--- src/rtl/i2c_pkg.sv ---
// Shared types and constants for the I2C TX double-buffer sequencer.
package i2c_pkg;
  localparam int   ADDR_W        = 7;
  localparam int   BYTE_W        = 8;
  localparam logic I2C_WRITE_BIT = 1'b0;

  typedef enum logic [2:0] {
    IDLE, START, ADDR, WRBIT, ACK, HOLD, DATA, STOP
  } state_t;
endpackage

--- src/rtl/i2c_tx_dbuf.sv ---
// Two-entry ping-pong byte buffer: the host fills one slot while the other shifts out.
module i2c_tx_dbuf
  import i2c_pkg::*;
(
  input  logic              clk,
  input  logic              rst,
  input  logic              wr_en,
  input  logic [BYTE_W-1:0] wr_data,
  input  logic              rel,
  output logic              buf_full,
  output logic              valid_rd,
  output logic              rd_sel,
  output logic [BYTE_W-1:0] rd_data
);
  logic [BYTE_W-1:0] mem [2];
  logic [1:0]        valid;
  logic              wr_ptr;
  logic              rd_ptr;
  logic              wr_ok;

  assign wr_ok = wr_en && !buf_full;

  always_ff @(posedge clk) begin
    if (rst) begin
      valid  <= 2'b00;
      wr_ptr <= 1'b0;
      rd_ptr <= 1'b0;
    end else begin
      // A write targets the empty slot and a release the full one, so both may land together.
      if (wr_ok) begin
        valid[wr_ptr] <= 1'b1;
        wr_ptr        <= ~wr_ptr;
      end
      if (rel) begin
        valid[rd_ptr] <= 1'b0;
        rd_ptr        <= ~rd_ptr;
      end
    end
  end

  // NOTE: the byte storage is deliberately not reset; the valid flags decide whether it is read.
  always_ff @(posedge clk) begin
    if (wr_ok) mem[wr_ptr] <= wr_data;
  end

  assign buf_full = &valid;
  assign valid_rd = valid[rd_ptr];
  assign rd_sel   = rd_ptr;
  assign rd_data  = mem[rd_ptr];
endmodule

--- src/rtl/i2c_tx_dbuf_ctrl.sv ---
// I2C write-transaction sequencer: START, address, W bit, ACK, {DATA, ACK}*, STOP,
// fed from a host double buffer. Every output is a register updated with the state.
module i2c_tx_dbuf_ctrl
  import i2c_pkg::*;
#(
  parameter int CLKS_PER_BIT = 8,
  parameter int ACK_TIMEOUT  = 64
) (
  input  logic              clk,
  input  logic              rst,
  input  logic              wr_en,
  input  logic [BYTE_W-1:0] wr_data,
  output logic              buf_full,
  input  logic              start_xfer,
  input  logic [ADDR_W-1:0] slave_addr,
  input  logic [7:0]        byte_count,
  output logic              busy,
  output logic              done,
  output logic              nack_err,
  output logic              SendStartSig,
  output logic              SendWriteSig,
  output logic              SendStopSig,
  output logic              WaitAck,
  input  logic              RecvdAck,
  output logic              ShiftTXBuf0,
  output logic              ShiftTXBuf1,
  output logic              data
);
  localparam int TICK_W = (CLKS_PER_BIT > 1) ? $clog2(CLKS_PER_BIT) : 1;
  localparam int TO_W   = $clog2(ACK_TIMEOUT + 1);

  state_t            state;
  logic [TICK_W-1:0] tick;
  logic [2:0]        bit_cnt;
  logic [TO_W-1:0]   to_cnt;
  logic [BYTE_W-1:0] sh;
  logic [ADDR_W-1:0] addr_lat;
  logic [7:0]        remaining;

  logic              phase_end;
  logic              rel;
  logic              valid_rd;
  logic              rd_sel;
  logic [BYTE_W-1:0] rd_data;

  assign phase_end = (tick == TICK_W'(CLKS_PER_BIT - 1));
  assign rel       = (state == DATA) && phase_end && (bit_cnt == 3'd7);

  i2c_tx_dbuf u_dbuf (
    .clk      (clk),
    .rst      (rst),
    .wr_en    (wr_en),
    .wr_data  (wr_data),
    .rel      (rel),
    .buf_full (buf_full),
    .valid_rd (valid_rd),
    .rd_sel   (rd_sel),
    .rd_data  (rd_data)
  );

  // NOTE: all state and outputs use non-blocking assignments so every register samples pre-edge values.
  always_ff @(posedge clk) begin
    if (rst) begin
      state        <= IDLE;
      tick         <= '0;
      bit_cnt      <= '0;
      to_cnt       <= '0;
      sh           <= '0;
      addr_lat     <= '0;
      remaining    <= '0;
      busy         <= 1'b0;
      done         <= 1'b0;
      nack_err     <= 1'b0;
      SendStartSig <= 1'b0;
      SendWriteSig <= 1'b0;
      SendStopSig  <= 1'b0;
      WaitAck      <= 1'b0;
      ShiftTXBuf0  <= 1'b0;
      ShiftTXBuf1  <= 1'b0;
      data         <= 1'b0;
    end else begin
      done <= 1'b0;
      case (state)
        IDLE: begin
          if (start_xfer) begin
            state        <= START;
            busy         <= 1'b1;
            nack_err     <= 1'b0;
            addr_lat     <= slave_addr;
            remaining    <= byte_count;
            tick         <= '0;
            SendStartSig <= 1'b1;
          end
        end

        START: begin
          if (phase_end) begin
            tick         <= '0;
            SendStartSig <= 1'b0;
            ShiftTXBuf0  <= 1'b1;
            data         <= addr_lat[ADDR_W-1];
            sh           <= {addr_lat[ADDR_W-2:0], 2'b00};
            bit_cnt      <= '0;
            state        <= ADDR;
          end else begin
            tick <= tick + TICK_W'(1);
          end
        end

        ADDR: begin
          if (phase_end) begin
            tick <= '0;
            if (bit_cnt == 3'd6) begin
              ShiftTXBuf0  <= 1'b0;
              SendWriteSig <= 1'b1;
              data         <= I2C_WRITE_BIT;
              state        <= WRBIT;
            end else begin
              bit_cnt <= bit_cnt + 3'd1;
              data    <= sh[BYTE_W-1];
              sh      <= {sh[BYTE_W-2:0], 1'b0};
            end
          end else begin
            tick <= tick + TICK_W'(1);
          end
        end

        WRBIT: begin
          if (phase_end) begin
            tick         <= '0;
            SendWriteSig <= 1'b0;
            WaitAck      <= 1'b1;
            to_cnt       <= '0;
            data         <= 1'b0;
            state        <= ACK;
          end else begin
            tick <= tick + TICK_W'(1);
          end
        end

        ACK: begin
          if (RecvdAck) begin
            WaitAck <= 1'b0;
            if (remaining == 8'd0) begin
              SendStopSig <= 1'b1;
              tick        <= '0;
              state       <= STOP;
            end else if (valid_rd) begin
              ShiftTXBuf0 <= ~rd_sel;
              ShiftTXBuf1 <= rd_sel;
              data        <= rd_data[BYTE_W-1];
              sh          <= {rd_data[BYTE_W-2:0], 1'b0};
              bit_cnt     <= '0;
              tick        <= '0;
              state       <= DATA;
            end else begin
              state <= HOLD;
            end
          end else if (to_cnt == TO_W'(ACK_TIMEOUT - 1)) begin
            WaitAck     <= 1'b0;
            nack_err    <= 1'b1;
            SendStopSig <= 1'b1;
            tick        <= '0;
            state       <= STOP;
          end else begin
            to_cnt <= to_cnt + TO_W'(1);
          end
        end

        HOLD: begin
          if (valid_rd) begin
            ShiftTXBuf0 <= ~rd_sel;
            ShiftTXBuf1 <= rd_sel;
            data        <= rd_data[BYTE_W-1];
            sh          <= {rd_data[BYTE_W-2:0], 1'b0};
            bit_cnt     <= '0;
            tick        <= '0;
            state       <= DATA;
          end
        end

        DATA: begin
          if (phase_end) begin
            tick <= '0;
            if (bit_cnt == 3'd7) begin
              ShiftTXBuf0 <= 1'b0;
              ShiftTXBuf1 <= 1'b0;
              data        <= 1'b0;
              remaining   <= remaining - 8'd1;
              WaitAck     <= 1'b1;
              to_cnt      <= '0;
              state       <= ACK;
            end else begin
              bit_cnt <= bit_cnt + 3'd1;
              data    <= sh[BYTE_W-1];
              sh      <= {sh[BYTE_W-2:0], 1'b0};
            end
          end else begin
            tick <= tick + TICK_W'(1);
          end
        end

        STOP: begin
          if (phase_end) begin
            tick        <= '0;
            SendStopSig <= 1'b0;
            busy        <= 1'b0;
            done        <= 1'b1;
            state       <= IDLE;
          end else begin
            tick <= tick + TICK_W'(1);
          end
        end

        default: state <= IDLE;
      endcase
    end
  end
endmodule
--- config.mk ---
export PLATFORM = sky130hd
export DESIGN_NAME = i2c_tx_dbuf_ctrl
export DESIGN_NICKNAME = d
export VERILOG_FILES = /design/src/rtl/i2c_pkg.sv /design/src/rtl/i2c_tx_dbuf.sv /design/src/rtl/i2c_tx_dbuf_ctrl.sv
export SDC_FILE = /design/constraint.sdc
export NUM_CORES = 1
export LEC_CHECK = 0
export CAP_MARGIN = 40
export CORE_MARGIN = 1.5
export CORE_UTILIZATION = 25
export DETAILED_ROUTE_END_ITERATION = 6
export GPL_TIMING_DRIVEN = 0
export PLACE_DENSITY = 0.4
export SLEW_MARGIN = 10
export SYNTH_ARGS = -nofsm -noshare
export SYNTH_HDL_FRONTEND = slang
export SYNTH_SLANG_ARGS = --single-unit
--- constraint.sdc ---
create_clock -name clk -period 6.1 [get_ports clk]
set_clock_uncertainty 0.15 [all_clocks]
set_input_delay 1.83 -clock clk [delete_from_list [all_inputs] [get_ports clk]]
set_output_delay 1.83 -clock clk [all_outputs]
set_load 0.01 [all_outputs]
---- Word level (Yosys, flattened, before mapping) ----
Memory sizes are Yosys's and may differ from the RTL's. A register that Yosys moved wholly into a read port is not among the register bits.
Index checks and enable logic that the tools add are counted.
storage, ports and cells
  flip-flop bits (word level) ............. 53
  memory bits (writable) .................. 16
  input port bits ......................... 28
  output and inout bits ................... 11
  word-level logic and storage cells ...... 203
  memories ................................ 1
memory list
  name        depth  width  read ports  clocked after Yosys merged registers in  wr ports  line               text
  u_dbuf.mem  2      8      1           1                                        1         i2c_tx_dbuf.sv:15  logic [BYTE_W-1:0] mem [2];
operators by class
  add/subtract/negate cells ............... 4
  $lt $le $gt $ge ......................... 4
  equal/unequal tests ..................... 29
  mux-type cells .......................... 103
  bitwise operators ....................... 6
  reductions and logical operators ........ 36
operators with widths
  operator                                          count
  2-to-1 mux 8 bit                                  11
  2-to-1 mux 3 bit                                  24
  2-to-1 mux 1 bit                                  41
  one-hot mux 8 bit (5 select lines)                1
  2-to-1 mux 7 bit                                  5
  != test 2 bit, second input constant              14
  one-hot mux 3 bit (8 select lines)                1
  == test 3 bit, second input constant              7
  one-hot mux 7 bit (3 select lines)                1
  one-hot mux 8 bit (2 select lines)                1
  AND reduction 4 bit                               4
  AND reduction 8 bit                               2
  one-hot mux 3 bit (5 select lines)                1
  one-hot mux 3 bit (4 select lines)                1
  nonzero test 2 bit                                6
  2-to-1 mux 2 bit                                  5
  one-hot mux 1 bit (2 select lines)                5
  AND reduction 10 bit                              1
  AND reduction 5 bit                               2
  logical NOT 8 bit                                 1
  subtractor 8 x 1 -> 8 bit, second input constant  1
  adder 7 x 1 -> 7 bit, second input constant       1
  == test 7 x 6 -> 1 bit, second input constant     1
  AND reduction 7 bit                               1
  other kinds (26)                                  44

---- Depth between registers and ports, before layout ----
Gate-level depths: netlist of run 1.
  depth after elaboration ................. 9
  mapped depth ............................ 9
  mapped depth without buffers ............ 7

---- By module ----
From an unflattened synthesis of run 1, not the netlist that was laid out.
unflattened totals
  cell total of the unflattened synthesis .. 391
  area total of the unflattened synthesis .. 3560.9 um2
modules (own cells, without submodules)
  module            times used  cells an instance  area an instance (um2)  seq. area each (um2)
  i2c_tx_dbuf_ctrl  1           343                2757.6                  960.9
  i2c_tx_dbuf       1           48                 803.3                   580.6

---- Least setup slack after synthesis of run 1 ----
Ideal clock, no wire load.
  path type ............................... input port to flip-flop
  start ................................... input start_xfer
  end ..................................... register remaining[4]
  setup time .............................. 128 ps
  data arrival time ....................... 2824 ps
  data required time ...................... 5822 ps
  path slack .............................. 2999 ps
  cell stages on the path ................. 6
  buffers on the path ..................... 1
  cells stage by stage .................... or3b_1 > a21oi_1 > buf_2 > o21ai_0 > a2bb2oi_1 > nor2_1
on the way
  word-level cells in the longest chain between the ends .. 2
ends and longest elaborated chain
  item                                  line                     text
  start, declared                       i2c_tx_dbuf_ctrl.sv:14   input logic start_xfer,
  != test 2 bit (no source line)        -
  AND reduction 4 bit (no source line)  -
  end signal, assigned                  i2c_tx_dbuf_ctrl.sv:90   remaining <= byte_count;
  end signal, assigned                  i2c_tx_dbuf_ctrl.sv:189  remaining <= remaining - 8'd1;
  end, declared                         i2c_tx_dbuf_ctrl.sv:38   logic [7:0] remaining;
No other way between the ends.
A chain may end at the register's enable or synchronous reset.

---- Final worst setup path of run 1 ----
  start ................................... input rst
  end ..................................... register WaitAck
RTL lines
  item                  line                     text
  start, declared       i2c_tx_dbuf_ctrl.sv:10   input logic rst,
  end signal, assigned  i2c_tx_dbuf_ctrl.sv:77   WaitAck <= 1'b0;
  end signal, assigned  i2c_tx_dbuf_ctrl.sv:132  WaitAck <= 1'b1;
  end signal, assigned  i2c_tx_dbuf_ctrl.sv:143  WaitAck <= 1'b0;
  end, declared         i2c_tx_dbuf_ctrl.sv:23   output logic WaitAck,
No word-level cell between the ends.

==> impl_results.md, run 1 <==
* Total Nets Final at around 470
* Clk slew on worst S/H paths at 60 ps
* # fillers at 1441
* Leakage Power at about 0.0016 uW
* Post_cts resized at 0
* Crit path setup slack, layout at 2484 ps
* Mapped Area at approximately 3400 um^2
* CP Class: in2reg
* Metal3 WL at approximately 390 um
* FFs w/ async S/R, synth at 0%
* Most used cell along the critical path: clkbuf_1
* Inserted Clock Buffers at 9
* Largest cells by area after synthesis: dfxtp_1 (31%), edfxtp_1 (14%), nand2_1 (4.9%), a21oi_1 (4.5%), nor2_1 (4.0%)
* Die area at around 14000 um^2
* Max stage delay on crit path at between 600 and 700 ps
* Cell variety after synth at 62
* Diode count at 0
* Pins Over Slew Limit at 0
* Post-layout util at between 30% and 40%
* Initial Utilization at between 20% and 30%
* R2r worst-path depth at 8
* Depth of the CTS H-tree at 3
* Clock Path Buffers at 2
* Least-Margin Pin Slew at roughly 830 ps
* Core Region at around 13000 um^2
* # hold bufs at CTS at 0
* Vias in the first global route at roughly 2900
* Residual DRC at 0
* Worst setup path start: rst
* Routed len/inst at between 15 and 20 um
* Worst vdd ir at roughly 0.11 mV
* Vias at just under 3000
* Post-CTS setup buffer count at 0
* Layout cells sized above 1 at 9.655%
* Row cnt at 42
* Setup_tns at 0 ps
* First-pass iteration count of the detailed router at 4
* Worst reg2reg startpoint: tick[0]
* CTS tree: built
* Area share of the largest cell type after synthesis at 30.84%
* Cell taking the most area after synthesis: dfxtp_1
* Clock sink count at ~70
* Drt initial violations at 186
* Warnings from Yosys at 0
* Seq cells post-synth at 69
* DP HPWL at approximately 7.1 mm
* Met2 wire length at around 4.2 mm
* Status: finished, final reports clean
* Mean area per synthesized cell at between 9 and 10 um^2
* Root Buffer: clkbuf_16
* Dpl ws at approximately 2100 ps
* IO Pins at 39
* Synth Net Count at 416
* Kind of start point of the critical path: primary input
* Worst EP arrival at around 3700 ps
* Vias/cell at 4.859
* CP max-delay cell: clkbuf_1
* Final wirelength at 9.771 mm
* Top Layer Used: met4
* Synthesis-to-finish area growth at 27.24%
* Die Wd at about 120 um
* Endpoints failing hold at 0
* CP max FO at 10
* Syn Inst Count at 380
* Final setup fails at 0
* Crit. End Element: flip-flop
* Post-Route M1 WL at 4.941 mm
* Worst path cell trace: clkdlybuf4s50_1, clkbuf_1, clkbuf_1, nor2_1
* Max frequency at about 0.28 GHz
* Port Buf Inserts at 38
* Final min period at approximately 3600 ps
* Pin count of the biggest net entering global routing at 15
* R2R Setup Slk at about 3500 ps
* Worst path required time at 6140 ps
* Ys flop type: dfxtp_1
* Seq/Total Area, Yosys at 44.80%
* Detail Route Antenna Nets at 0
* Routability-driven placement congestion ratio at 0.8548
* Min-delay worst type: reg2reg
* Tot GR Track Use at between 10% and 20%
* Maxcap violations at 0
* RR Endpoint: to_cnt[4]
* Clock latency on the worst-skew pair at between 300 and 400 ps
* Initial antenna violation count at 0
* Number of synthesized flops with an enable pin at 16
* Max-slew headroom at around 44%
* WHS at 310.7 ps
* P per Cell Area at around 360 nW/um^2
* First-pass GRT wire length at 15.91 mm
* RSZ-0062 raised after global routing: no
* Worst setup path endpoint: WaitAck
* Die height at approximately 120 um
* Fin crit share at 59.28%
* Hold path cells at 2
* Total gr overflow at 0
per-stage QoR:
step / cell area, um^2 / instances / power [uW]
floorplan: 3441 / 380 / 869.5
global placement: 4041 / 594 / 1014
detailed placement: 4049 / 595 / 1010
CTS: 4378 / 611 / 1599
global route: 4378 / 611 / 1676
finish: 4378 / 611 / 1581
state kept, by name, indices dropped and copies added (netlist names), named ones only:
signal         flops
SendStartSig       1
WaitAck            1
state              3
SendWriteSig       1
tick               3
sh                 7
remaining          8
SendStopSig        1
ShiftTXBuf1        1
ShiftTXBuf0        1
done               1
u_dbuf.wr_ptr      1
addr_lat           7
u_dbuf.valid       2
nack_err           1
u_dbuf.rd_sel      1
to_cnt             7
data               1
bit_cnt            3
busy               1
u_dbuf.mem        16
per-layer routing:
metal / global-route usage (%) / up-vias
met5: 0 / -
met4: 6.103 / 0
met3: 2.689 / 14
met2: 21.43 / 75
met1: 19.91 / 1380
li1: - / 1500
cells in the final DEF (no fill, tap or decap), types with 8 or more instances in the layout:
cell,count
clkbuf_1,14
clkdlybuf4s50_1,38
nor2_1,37
a21oi_1,31
o21ai_0,20
inv_1,9
ha_1,8
dfxtp_1,53
o211ai_1,9
nand2_1,45
clkbuf_16,9
a211oi_1,11
edfxtp_1,16
cell usage after synthesis (8+ instances only):
library cell,number
a211oi_1,11
a21oi_1,31
clkbuf_1,14
dfxtp_1,53
edfxtp_1,16
ha_1,8
inv_1,9
nand2_1,45
nor2_1,37
o211ai_1,9
o21ai_0,20
area by class of cell:
| cell class | instances | area (um^2) | share of cell area, % |
|---|---|---|---|
| Multi-Input combinational cell | 278 | 1753 | 40.04 |
| Sequential cell | 69 | 1541 | 35.21 |
| Timing Repair Buffer | 39 | 387.9 | 8.860 |
| Clock buffer | 9 | 225.2 | 5.144 |
| Tap cell | 176 | 220.2 | 5.030 |
| Buffer | 24 | 112.6 | 2.572 |
| Clock inverter | 7 | 103.9 | 2.372 |
| Inverter | 9 | 33.78 | 0.7716 |
logic make-up (layout without fill, tap and decap cells):
family          count (synthesis)  in the layout  share of synthesized area (%)
fa+ha+maj                       8              8                          2.909
mux                            11             11                          3.382
xor+xnor                        7              7                          1.782
simple gates                  135            135                          19.16
compound gates                117            117                          23.71
flops                          69             69                          44.80
buf+inv                        33             88                          4.255
critical path: cells and delay by family:
| kind | cells | cell delay, ps |
|---|---|---|
| buffers and inverters | 3 | 1690 |
| AND/OR/NAND/NOR | 1 | 130 |
power by group:
part / switching (uW) / total [uW] / internal (uW)
Combinational: 266 / 447 / 181
Clock: 219 / 582 / 364
Sequential: 35.1 / 552 / 517
Total: 520 / 1580 / 1060
worst min-delay path by stage:
stage	start	endpoint	slack, ps
floorplan	addr_lat[5]	addr_lat[5]	280
global placement	addr_lat[2]	addr_lat[2]	300
detailed placement	addr_lat[2]	addr_lat[2]	300
CTS	addr_lat[1]	addr_lat[1]	310
global route	addr_lat[2]	addr_lat[2]	340
finish	addr_lat[2]	addr_lat[2]	310
(Power assumes the default switching activity.)
==> inputs of run 2 (changes only) <==
clock period = 3.6 ns   (was 6.1 ns; I/O delays follow)
==> results of run 2 <==
The final DEF is identical to that of run 1. Status: finished, final reports clean.
Among the figures that moved: setup slack after placement 2113 ps -> 363.4 ps; setup slack after layout 2484 ps -> 734.0 ps; register-to-register setup slack 3480 ps -> 980 ps; total power 1581 uW -> 2680 uW; worst IR drop on VDD 0.1128 mV -> 0.1911 mV
==> inputs of run 3 (changes only) <==
PLACE_DENSITY = 0.41   (was 0.4)
clock period = 2.5 ns   (was 3.6 ns; I/O delays follow)
==> run 3 against run 2 <==
Sequential share of layout area down 0.37 points; combinational power increased by 51%; critical path type is now reg2reg; routed wire length decreased by 0.31%; core utilization is 0.35 points higher; critical path depth grew 4; total power grew 44%; non-clock buffer count unchanged.
==> impl_results.md, run 3 (synthesis gave the netlist of run 1 again) <==
* Crit. End Element: flip-flop
* Worst EP arrival at roughly 2500 ps
* Final min period at between 2000 and 2500 ps
* Most common cell after layout, fill and taps aside: dfxtp_1
* Worst vdd ir at 0.3111 mV
* Min-delay worst type: reg2reg
* Post-layout util at about a third
* Final total power at 3851 uW
* Leakage Power at between 0.0015 and 0.002 uW
* Total gr overflow at 0
* Clk slew on worst S/H paths at roughly 60 ps
* CP Class: reg2reg
* Setup_tns at 0 ps
* CP max FO at 10
* Row cnt at 42
* Max stage delay on crit path at roughly 410 ps
* Drt initial violations at 170
* Crit path max-delay family: compound AO/OA/AOI/OAI gates
* First-pass iteration count of the detailed router at 6
* Tot GR Track Use at 13.50%
* Endpoints failing hold at 0
* Max-slew headroom at about 49%
* Post-CTS setup buffer count at 0
* Initial antenna violation count at 0
* Most used cell along the critical path: ha_1
* Port Buf Inserts at 38
* Diode count at 0
* IO Pins at 39
* Max reg flops at 16
* Least-Margin Pin Slew at ~760 ps
* Fin crit share at a little over nine tenths
* Root Buffer: clkbuf_16
* Clock Path Buffers at 2
* Depth of the CTS H-tree at 3
* Vias in the first global route at around 2800
* Largest registers: u_dbuf.mem (16), remaining (8)
* # fillers at about 1400
* Vias/cell at a little under 5
* CP Buf/Inv Count at 1
* Final setup fails at 0
* Detail Route Antenna Nets at 0
* RSZ-0062 raised after global routing: yes
* Core Region at between 10000 and 15000 um^2
* Die height at ~120 um
* Layout cells sized above 1 at between 10% and 20%
* Final wirelength at slightly below 10 mm
* First-pass GRT wire length at about 15 mm
* Vias at around 3000
* Dpl ws at -374.7 ps
* Residual DRC at 0
* Clock sink count at about 70
* CTS tree: built
* Initial Utilization at between 20% and 30%
* Clock latency on the worst-skew pair at 330 ps
* Pins Over Slew Limit at 0
* Kind of start point of the critical path: flip-flop
* Routability-driven placement congestion ratio at roughly 0.85
* Commonest non-fill, non-tap cells in the layout: dfxtp_1 (53), nand2_1 (45), clkdlybuf4s50_1 (38), nor2_1 (36), a21oi_1 (30)
* Worst path required time at about 2600 ps
* Routed len/inst at around 16 um
* Die Wd at around 120 um
* Worst path cell trace: ha_1, ha_1, buf_2, nand2_1, a311oi_2, o311ai_2, a211o_1, a21oi_1
* Max frequency at 0.4146 GHz
* Inserted Clock Buffers at 9
* Biggest register: u_dbuf.mem
* P per Cell Area at 870.4 nW/um^2
* Status: finished, final reports clean
* # hold bufs at CTS at 0
* DP HPWL at ~7 mm
* Maxcap violations at 0
* Synthesis-to-finish area growth at 28.58%
* CP max-delay cell: dfxtp_1
* Pin count of the biggest net entering global routing at 14
* Crit path setup slack, layout at between 80 and 90 ps
* Die area at between 10000 and 15000 um^2
* Total Nets Final at between 400 and 500
## run 3: cell count changes in the layout (fill, tap and decap cells not counted), sizes merged
cell      change
clkbuf        +1
clkinv        -1
clkinvlp      +2
inv           -2
## run 3: final cells by class
class / instances / area (um^2) / share of cell area [%]
clock inverters: 6 / 87.58 / 1.980
inverters: 9 / 33.78 / 0.7636
multi-input cells: 278 / 1804 / 40.78
well taps: 176 / 220.2 / 4.977
clock buffers: 10 / 229.0 / 5.175
repair buffers: 39 / 387.9 / 8.767
flip-flops and latches: 69 / 1541 / 34.84
plain buffers: 24 / 120.1 / 2.715
## run 3: through the flow
step / instance area [um^2] / cells / hold slack [ps]
CTS: 4374 / 611 / 310.5
finish: 4424 / 611 / 308.7
detailed placement: 4049 / 595 / 301.9
global placement: 4041 / 594 / 295.0
floorplan: 3441 / 380 / 283.2
global route: 4424 / 611 / 327.0
## run 3: final timing paths
path / cells after the start / end / slack, ps / start
worst max register to register: 8 / state[1] / 90 / tick[0]
worst max-delay path: 8 / state[1] / 90 / tick[0]
worst min register to register: 2 / busy / 310 / busy
worst min-delay path: 2 / busy / 310 / busy
## run 3: power breakdown
group	internal (uW)	switching, uW	total (uW)	leakage [uW]
clock	874	495	1370	0.000147
sequential	1260	84.4	1350	0.000582
combinational	462	674	1140	0.000841
total	2600	1250	3850	0.00157
## run 3: worst min-delay path, delay by kind of cell (launching register included)
family           cells  cell delay [ps]
AND/OR/NAND/NOR      1               50
flip-flops           1              310
AO/OA/AOI/OAI        1               50
## run 3: repair_timing
action | in CTS | in global routing
resized for setup | 2 | 16
setup endpoints to repair | 2 | 19
endpoints found under the hold margin | 0 | 0
cloned | 0 | 0
## run 3: per-layer routing
| layer | vias to the layer above | share of wire [%] | GRT usage (%) | routed length (um) |
|---|---|---|---|---|
| met5 | - | 0 | 0 | 0 |
| met4 | 0 | 1.1 | 4.559 | 109 |
| met3 | 7 | 4.1 | 2.406 | 396 |
| met2 | 59 | 45 | 20.96 | 4384 |
| met1 | 1417 | 50 | 18.91 | 4851 |
| li1 | 1504 | - | - | - |
